--- config.mk ---
export PLATFORM = sky130hd
export DESIGN_NAME = pcileech_com_tx64to32
export DESIGN_NICKNAME = d
export VERILOG_FILES = /design/src/rtl/pcileech_com_pkg.sv /design/src/rtl/pcileech_com_tx64to32.sv
export SDC_FILE = /design/constraint.sdc
export NUM_CORES = 1
export LEC_CHECK = 0
export CORE_UTILIZATION = 46
export DETAILED_ROUTE_END_ITERATION = 7
export HOLD_SLACK_MARGIN = 0.05
export PLACE_DENSITY = 0.8
export RECOVER_POWER = 25
export SYNTH_ARGS = -nofsm -noshare
export SYNTH_HDL_FRONTEND = slang
export SYNTH_SLANG_ARGS = --single-unit
--- constraint.sdc ---
create_clock -name clk -period 2.2 [get_ports clk]
set_input_delay 0.22 -clock clk [delete_from_list [all_inputs] [get_ports clk]]
set_output_delay 0.22 -clock clk [all_outputs]
set_load 0.01 [all_outputs]
--- src/rtl/pcileech_com_pkg.sv ---
// Shared types and constants for the com TX/RX dword packers.
// Holds the TX FSM state type and the magic resync dword.
package pcileech_com_pkg;

   typedef enum logic [1:0] {
      IDLE,
      MAGIC,
      HI,
      LO
   } com_tx_state_t;

   // Default preamble dword; the RX side compares against the same value.
   localparam logic [31:0] COM_MAGIC_DW = 32'h66665555;

   // Widths of the preamble dword counter (MAGIC_CNT <= 15)
   // and of the idle-gap counter (IDLE_GAP <= 255).
   localparam int COM_MCNT_W = 4;
   localparam int COM_IDLE_W = 8;

endpackage

--- src/rtl/pcileech_com_tx64to32.sv ---
// pcileech_com_tx64to32: splits 64-bit core words into 32-bit dwords for the
// com TX FIFO, high dword [63:32] first, then [31:0].
//
// Optional feature macro: COM_TX_MAGIC_PREAMBLE_EN. When defined, a burst that
// starts after IDLE_GAP idle cycles is preceded by MAGIC_CNT copies of MAGIC.
//
// Ports:
//   clk          in   com clock, all logic on posedge
//   rst          in   synchronous active-high reset
//   din          in   64-bit core word
//   din_valid    in   din holds a word
//   din_ready    out  word accepted when din_valid & din_ready
//   dout         out  32-bit dword towards the TX FIFO, stable until accepted
//   dout_valid   out  dout holds a dword
//   dout_ready   in   sink can take a dword
//   busy         out  FSM not idle
//   tx_dw_count  out  data dwords sent (magic dwords excluded), wraps
module pcileech_com_tx64to32
   import pcileech_com_pkg::*;
#(
   parameter logic [31:0] MAGIC     = COM_MAGIC_DW,
   parameter int          MAGIC_CNT = 5,
   parameter int          IDLE_GAP  = 16,
   parameter int          CNT_W     = 32
) (
   input  logic             clk,
   input  logic             rst,
   input  logic [63:0]      din,
   input  logic             din_valid,
   output logic             din_ready,
   output logic [31:0]      dout,
   output logic             dout_valid,
   input  logic             dout_ready,
   output logic             busy,
   output logic [CNT_W-1:0] tx_dw_count
);

`ifdef COM_TX_MAGIC_PREAMBLE_EN
   // Whole word is kept: the high dword is sent after the preamble.
   localparam int HOLD_W = 64;

   localparam logic [COM_MCNT_W-1:0] LP_MAGIC_CNT =
      COM_MCNT_W'(MAGIC_CNT);
   localparam logic [COM_IDLE_W-1:0] LP_IDLE_GAP =
      COM_IDLE_W'(IDLE_GAP);
`else
   // High dword goes out straight from din; only the low half is kept.
   localparam int HOLD_W = 32;
`endif

   com_tx_state_t     r_state;
   com_tx_state_t     w_state_nx;
   logic [31:0]       r_dout;
   logic [31:0]       w_dout_nx;
   logic              r_dout_valid;
   logic              w_dout_valid_nx;
   logic [HOLD_W-1:0] r_hold;
   logic [HOLD_W-1:0] w_hold_nx;
   logic [CNT_W-1:0]  r_tx_cnt;
   logic [CNT_W-1:0]  w_tx_cnt_nx;
   logic              w_xfer;
   logic              w_din_hs;

`ifdef COM_TX_MAGIC_PREAMBLE_EN
   logic [COM_MCNT_W-1:0] r_mcnt;
   logic [COM_MCNT_W-1:0] w_mcnt_nx;
   logic [COM_IDLE_W-1:0] r_idle_cnt;
   logic [COM_IDLE_W-1:0] w_idle_nx;
`else
   logic w_unused_cfg;
   assign w_unused_cfg = ^{MAGIC, MAGIC_CNT, IDLE_GAP};
`endif

   assign w_xfer = r_dout_valid & dout_ready;

   // Accept in IDLE, or in LO exactly when the low dword leaves,
   // which gives back-to-back words with no bubble.
   assign din_ready = ~rst &
                      ((r_state == IDLE) |
                       ((r_state == LO) & w_xfer));

   assign w_din_hs = din_valid & din_ready;

   assign dout        = r_dout;
   assign dout_valid  = r_dout_valid;
   assign busy        = (r_state != IDLE);
   assign tx_dw_count = r_tx_cnt;

   always_ff @(posedge clk) begin
      if (rst) begin
         r_state      <= IDLE;
         r_dout       <= '0;
         r_dout_valid <= 1'b0;
         r_hold       <= '0;
         r_tx_cnt     <= '0;
      end else begin
         r_state      <= w_state_nx;
         r_dout       <= w_dout_nx;
         r_dout_valid <= w_dout_valid_nx;
         r_hold       <= w_hold_nx;
         r_tx_cnt     <= w_tx_cnt_nx;
      end
   end

`ifdef COM_TX_MAGIC_PREAMBLE_EN
   // Idle counter resets to IDLE_GAP so the first burst after reset
   // always carries a preamble.
   always_ff @(posedge clk) begin
      if (rst) begin
         r_mcnt     <= '0;
         r_idle_cnt <= LP_IDLE_GAP;
      end else begin
         r_mcnt     <= w_mcnt_nx;
         r_idle_cnt <= w_idle_nx;
      end
   end
`endif

   always_comb begin
      w_state_nx      = r_state;
      w_dout_nx       = r_dout;
      w_dout_valid_nx = r_dout_valid;
      w_hold_nx       = r_hold;
      w_tx_cnt_nx     = r_tx_cnt;
`ifdef COM_TX_MAGIC_PREAMBLE_EN
      w_mcnt_nx       = r_mcnt;
      w_idle_nx       = r_idle_cnt;

      if ((r_state == IDLE) && !w_din_hs &&
          (r_idle_cnt != LP_IDLE_GAP)) begin
         w_idle_nx = r_idle_cnt + COM_IDLE_W'(1);
      end
`endif

      if (w_din_hs) begin
         w_hold_nx = din[HOLD_W-1:0];
      end

      unique case (r_state)
         IDLE: begin
            if (w_din_hs) begin
               w_dout_valid_nx = 1'b1;
               w_state_nx      = HI;
               w_dout_nx       = din[63:32];
`ifdef COM_TX_MAGIC_PREAMBLE_EN
               if (r_idle_cnt == LP_IDLE_GAP) begin
                  w_state_nx = pcileech_com_pkg::MAGIC;
                  w_dout_nx  = MAGIC;
                  w_mcnt_nx  = COM_MCNT_W'(1);
               end
`endif
            end
         end

`ifdef COM_TX_MAGIC_PREAMBLE_EN
         pcileech_com_pkg::MAGIC: begin
            if (w_xfer) begin
               if (r_mcnt < LP_MAGIC_CNT) begin
                  w_dout_nx = MAGIC;
                  w_mcnt_nx = r_mcnt + COM_MCNT_W'(1);
               end else begin
                  w_state_nx = HI;
                  w_dout_nx  = r_hold[63:32];
               end
            end
         end
`endif

         HI: begin
            if (w_xfer) begin
               w_state_nx  = LO;
               w_dout_nx   = r_hold[31:0];
               w_tx_cnt_nx = r_tx_cnt + CNT_W'(1);
            end
         end

         LO: begin
            if (w_xfer) begin
               w_tx_cnt_nx = r_tx_cnt + CNT_W'(1);
               if (w_din_hs) begin
                  w_state_nx = HI;
                  w_dout_nx  = din[63:32];
               end else begin
                  w_state_nx      = IDLE;
                  w_dout_valid_nx = 1'b0;
`ifdef COM_TX_MAGIC_PREAMBLE_EN
                  w_idle_nx       = '0;
`endif
               end
            end
         end

         default: begin
            w_state_nx      = IDLE;
            w_dout_valid_nx = 1'b0;
         end
      endcase
   end

endmodule

==> flow_summary_export.csv <==
group,metric,value,unit
power,internal_power,2.791,mW
power,pwr-share-seq,0.517,
route,viasPerCell,5.591,
grt,busiest_layer,"met2",
layout,multi_input_area,2034,um2
critical_path,critPathLaunch,"r_state[0]",
route,antenna_left,0,
critical_path,max_stage_delay,0.55,ns
placement,dp_hpwl,7.457,mm
synth,post-synth-top-count-cell,"dfxtp_1",
synth,yosysTopAreaCell,"dfxtp_1",
critical_path,critPathMostFrequentCell,"nor2_1",
synth,synth_warnings,0,
route,num_vias,4059,
power,pwr-share-clk,0.324,
floorplanning,die_w,97.47,um
synth,synthesis.area,4193,um2
critical_path,crit_chain,"and4_2 -> nor2_1 -> nor2_1 -> clkdlybuf4s50_1",
synth,syn_inst,486,
grt,use_met3,0.05252,
placement,dp.cells,710,
grt,use_met1,0.3022,
layout,syn_to_final_growth,41.81,%
power,power_density,624.4,nW/um2
route,drt_wl_total,10.92,mm
critical_path,reg2reg_from,"tx_dw_count[7]",
synth,synth_async_sr_flop_share,0,
timing,finalSetupViolations,0,
timing,timing.final.ws_setup,0.08935,ns
critical_path,path_buf_inv,1,
timing,min_period,2.111,ns
critical_path,r2r-end,"tx_dw_count[25]",
floorplanning,fp-row-count,34,
critical_path,start_kind,"register",
synth,synth_top_area_share,0.4727,
grt,grt_pass1_vias,3878,
synth,synth_seq_cells,99,
job,drv_cap,0,
floorplanning,start_util,0.4784,
placement,place_area,5736,um2
run_status,status,"finished clean",
synth,syn_nets,555,
timing,slew_headroom,0.3329,
critical_path,criticalPathCategory,"reg -> out",
grt,grt_max_degree,84,
synth,yosys-top-cells-area,"dfxtp_1 47%, mux2i_1 7.6%, nand2_1 6.6%",
worst_hold_path,min_path_type,"in -> reg",
placement,dp_slack,-0.08095,ns
synth,ys.flop_type,"dfxtp_1",
timing,clock_skew,0.02077,ns
critical_path,cpMaxStageDelayCell,"clkdlybuf4s50_1",
clocking,clk_pin_slew,0.11,ns
power,comb_power_share,0.159,
timing,drv_slew,0,
timing,worst_pin_slew,1.001,ns
critical_path,cp-end-kind,"output port",
layout,fin_nets,682,
layout,final-seq-area,1983,um2
timing,hold_viol,0,
clocking,postCtsSetupBuffers,0,
floorplanning,core-area,8763,um2
clocking,cts_made_buffers,9,
clocking,clk_path_buf_depth,2,
layout,final_cell_area,5946,um2
critical_path,arrival,1.89,ns
clocking,clock_latency,0.35,ns
placement,numPortBuffers,134,
synth,postSynthAreaPerCell,8.627,um2
clocking,numClockSinks,99,
route,dr.pass1.iters,6,
layout,utilization,0.6785,
clocking,cts_max_level,3,
route,detail_route.wl_per_cell,15.05,um
layout,layout.cells.non_filler,726,
critical_path,cp.depth,4,
power,p_leak,2.233,nW
critical_path,crit_fanout,7,
timing,rsz0062_at_grt,"false",
clocking,cts-root-buf,"clkbuf_8",
grt,grt_pass1_wl,18.20,mm
floorplanning,die_height,97.47,um
synth,seq_area_frac_synth,0.4727,
floorplanning,pin_count,135,
placement,gp_congestion,0.8208,
layout,layout-drive-gt1-share,0.07767,
timing,fmax,473.8,MHz
timing,setup_tns,0,ns
power,ir_drop,0.3623,mV
synth,synth_edf_count,0,
timing,hold_ws,0.1777,ns
route,drc,0,
synth,synth_commonest_cells,"99 x dfxtp_1, 74 x nand2_1, 55 x a21oi_1, 36 x nor3_1, 35 x clkbuf_1",
power,swShare,0.2483,
timing,period_share,0.9594,
clocking,cts_tree,"done",
critical_path,reg2reg_setup_slack,0.12,ns
grt,gr-usage-all-layers,0.2315,
grt,use_met2,0.3744,
power,finalPower,3.713,mW
critical_path,worst_ep_required_time,1.98,ns
layout,fillers,740,
grt,grt.overflow.total,0,
grt,antenna_found_initial,0,
critical_path,r2r_cells,4,
critical_path,crit_family,"buffers and inverters",
floorplanning,dieArea,9500,um2
route,drtIter0Drc,145,
layout,diodes,0,
synth,netlist-cell-type-count,31,
power,p_sw,0.9219,mW
critical_path,crit_end,"din_ready",
-- power by group through the flow --
stage          logic [mW]  registers, mW  clock network, mW
2_1_floorplan       0.258           1.98                  0
3_3_place_gp        0.592           1.96                  0
3_5_place_dp        0.605           1.96                  0
4_1_cts             0.609           1.92               1.22
5_1_grt             0.643           1.93               1.30
6_report            0.590           1.92               1.20
-- cells in the final DEF (no fill, tap or decap), types with 2 or more instances in the layout --
master           instances
a211oi_1                34
a21oi_1                 55
and3_1                   2
and4_1                   3
buf_12                   4
buf_4                   18
clkbuf_1                 3
clkbuf_8                11
clkdlybuf4s50_1        105
dfxtp_1                 98
dlygate4sd3_1           28
inv_1                   10
mux2i_1                 32
nand2_1                 74
nand3_1                 10
nand4_1                  8
nor2_1                  14
nor2_2                   2
nor3_1                  36
o21ai_0                  6
o21ai_2                  2
o31ai_1                 15
or3_1                    7
or4_1                   16
or4_4                    2
xnor2_1                  6
xor2_1                   5
-- repair_timing --
action	4_1_cts	5_1_grt
endpoints found under the setup margin	0	8
hold endpoints to repair	0	0
gates resized for setup	0	4
hold buffers	0	0
-- final cells by class --
cell class              count  share of cell area
clock buffers              13             0.02673
clock inverters             3            0.007786
inverters                  10            0.006313
multi-input cells         337              0.3422
flip-flops and latches     99              0.3335
well taps                 108             0.02273
repair buffers            156              0.2607
-- how the worst min path moves through the flow --
stage | slack (ns) | from | end | cells after the start
global placement | 0.44 | r_hold[23] | r_hold[23] | 2
floorplan | 0.36 | din[0] | r_hold[0] | 2
global route | 0.18 | rst | r_hold[30] | 2
detailed placement | 0.45 | r_hold[31] | r_hold[31] | 2
CTS | 0.16 | rst | r_hold[30] | 2
finish | 0.18 | rst | r_state[1] | 2
-- registers in the layout, summed over array words and instances, names as in the netlist --
signal / flops
r_hold: 32
tx_dw_count: 32
r_state: 2
dout: 32
dout_valid: 1
-- worst register-to-register path, delay by kind of cell, from the launching register on --
| family | cells | cell delay [ns] |
|---|---|---|
| AND/OR/NAND/NOR | 3 | 1.43 |
| flip-flops | 1 | 0.42 |
| AO/OA/AOI/OAI | 1 | 0.15 |
-- cell families (layout without fill, tap and decap cells) --
kind of cell | count (synthesis) | count (layout) | synth area share
AOI/OAI and AO/OA | 114 | 114 | 0.1668
xor gates and xnor gates | 11 | 11 | 0.02298
adders and majority gates | 1 | 1 | 0.002984
buffers and inverters | 50 | 182 | 0.04685
DFF | 99 | 99 | 0.4727
muxes | 32 | 32 | 0.07640
and+or+nand+nor | 179 | 179 | 0.2113
-- layer usage --
| metal | vias up | routed length [um] |
|---|---|---|
| met2 | 130 | 5237 |
| met3 | 16 | 608 |
| met4 | 0 | 171 |
| met1 | 1916 | 4907 |
| li1 | 1997 | - |
| met5 | - | 0 |
Note: power is estimated with default switching activity, not from simulation.
==> variant, RTL diff (config.mk and constraints unchanged) <==
The parameter `CNT_W` goes from 32 to 28.
--- a/src/rtl/pcileech_com_tx64to32.sv
+++ b/src/rtl/pcileech_com_tx64to32.sv
@@ -21,7 +21,7 @@
    parameter logic [31:0] MAGIC     = COM_MAGIC_DW,
    parameter int          MAGIC_CNT = 5,
    parameter int          IDLE_GAP  = 16,
-   parameter int          CNT_W     = 32
+   parameter int          CNT_W     = 28
 ) (
    input  logic             clk,
    input  logic             rst,
Ports: changed (resized tx_dw_count); port bits go from 135 to 131. The function was not compared with the original's and may differ.
==> variant against the unedited design <==
Sequential share of layout area increased by 0.46 points; sequential cell count down 4; design area is 5.4% lower; die area fell by 3.7%; routed wire length shrank 3.5%; count of clock-buffer cells in the layout decreased by 3; via count is 5.7% lower; critical path type unchanged; total power is 7.1% lower; setup slack got worse by 0.014 ns; area after synthesis decreased by 3.8%.
==> variant: results (changes against the unedited design) <==
Clocking
  – Hold-fix buffers, CTS: 0 (unchanged)
  – Skew-Pair Late Insertion Delay: 0.35 ns (about the same)
  – Clock Tree Buf Depth: 2 (unchanged)
  – Number of buffers added for setup after CTS: 0 (unchanged)
  – Post-CTS Resized: 0 (unchanged)
  – Clock root buffer: clkbuf_8 (unchanged)
  – CTS H-tree lvls: 3 (unchanged)
  – TritonCTS Buffers: 9 (unchanged)
  – CTS clock-pin slew for the worst setup and hold paths: 0.09 ns (was 0.11 ns)

Yosys
  – Count of different cell masters after synthesis: 37 (was 31)
  – Synth Warn #: 0 (unchanged)
  – Ranking of synthesized cells by area: dfxtp_1 47%, mux2i_1 7.9%, nand2_1 7.1% (was dfxtp_1 47%, mux2i_1 7.6%, nand2_1 6.6%)
  – Commonest cells post-synth: 95 x dfxtp_1, 76 x nand2_1, 49 x a21oi_1, 34 x a211oi_1, 34 x nor3_1 (was 99 x dfxtp_1, 74 x nand2_1, 55 x a21oi_1, 36 x nor3_1, 35 x clkbuf_1)
  – Syn Nets: 533 (was 555)
  – Largest area contributor in the netlist: dfxtp_1 (unchanged)
  – FFs w/ async S/R, synth: 0% (unchanged)
  – Part of the Yosys area used for sequential elements: 47.1% (was 47.3%)
  – Mean Syn Cell Area: 8.69 µm² (was 8.63 µm²)

Route
  – DR iter-0 viols: 91 (was 145)
  – DR vias: 3826 (was 4059)
  – DR vias/cell: 5.52 (was 5.59)
  – Pre-antenna DRT Iters: 4 (was 6)
  – DRT Wirelength: 10500 µm (was 10900 µm)

STA
  – Slew @ Worst Pin: 0.543 ns (was 1.00 ns)
  – Clock Skew: 0.0155 ns (was 0.0208 ns)

Critical path
  – Crit-path max cell delay: 0.56 ns
  – Worst path slowest cell: clkdlybuf4s50_1 (unchanged)
  – WP data arrival: around 1.9 ns
  – Critical Path Fanout Max: 8 (was 7)
  – Delay-heaviest family, CP: buffers and inverters (unchanged)

Power and ir drop
  – Leak: 2.13 nW (was 2.23 nW)
  – Maximum vdd drop: 0.345 mV (was 0.362 mV)

Placed design
  – Pre-CTS WS: -0.00560 ns (was -0.0810 ns)
  – Buffers added on ports: 130 (was 134)
  – Routability congestion estimate: 0.796 (was 0.821)
  – Dpl cells: 677 (was 710)
  – Final HPWL DP: 7250 µm (was 7460 µm)
  – Placed cell area: 5470 µm² (was 5740 µm²)

Final layout
  – Fillers: 707 (was 740)
  – Antenna Diode Count: 0 (unchanged)
  – Share of cells above drive strength 1: 6.80% (was 7.77%)
  – Final net count: 652 (was 682)

GRT
  – GRT Residual Overflow: 0 (unchanged)
  – Pin count of the biggest net entering global routing: 51 (was 84)
  – Initial antenna violation count: 0 (unchanged)
  – Total Routing Usage GR: 23.5% (was 23.2%)
  – First-pass GRT wire length: 16900 µm (was 18200 µm)

Status
  – Status: finished, final reports clean (unchanged)

Min path
  – Hold Path Class: input port to flop (unchanged)
==> variant: changes by cell type in the layout (fill, tap and decap cells not counted), moves of 3 or more <==
cell           delta
a21oi_1           -6
inv_1             -4
or3_1             -3
buf_4             -8
o31ai_1           -5
or4_1             -6
dfxtp_1           -3
nor4_1            +3
dlygate4sd3_1     -4
==> variant: final timing paths <==
path,start,to,slack [ns],cells after the start
min,rst,tx_dw_count[5],0.11,2
min reg2reg,r_hold[9],r_hold[9],0.46,2
max,r_state[1],din_ready,0.08,4
max reg2reg,tx_dw_count[2],tx_dw_count[25],0.20,4
==> variant: layer usage <==
layer | track usage, % | part of all wire, % | vias to the layer above
met5 | 0 | 0 | -
met4 | 7.34 | 0.60 | 0
met3 | 4.15 | 5.7 | 8
met2 | 41.2 | 50 | 119
met1 | 29.0 | 44 | 1806
li1 | - | - | 1893
==> variant: cell type report <==
| class | instances | area (µm²) | area share (%) |
|---|---|---|---|
| clock buffers | 10 | 128 | 2.27 |
| well taps | 105 | 131 | 2.34 |
| flip-flops and latches | 95 | 1900 | 33.8 |
| inverters | 6 | 22.5 | 0.400 |
| multi-input cells | 327 | 1980 | 35.1 |
| clock inverters | 6 | 46.3 | 0.823 |
| repair buffers | 144 | 1420 | 25.2 |
==> variant: power breakdown <==
part           total (mW)  leakage, nW  internal [mW]  switching (mW)
combinational       0.571         1.27          0.312           0.260
clock                1.03       0.0829          0.418           0.611
sequential           1.85        0.775           1.80          0.0470
==> variant: cells by family after synthesis <==
logic type | count (synthesis) | synth area share, %
AO/OA/AOI/OAI | 102 | 15.4
flip-flops | 95 | 47.1
adder cells (fa/ha/maj) | 1 | 0.310
buffers and inverters | 42 | 4.19
AND/OR/NAND/NOR | 179 | 22.0
multiplexers | 34 | 8.50
XOR/XNOR | 11 | 2.39
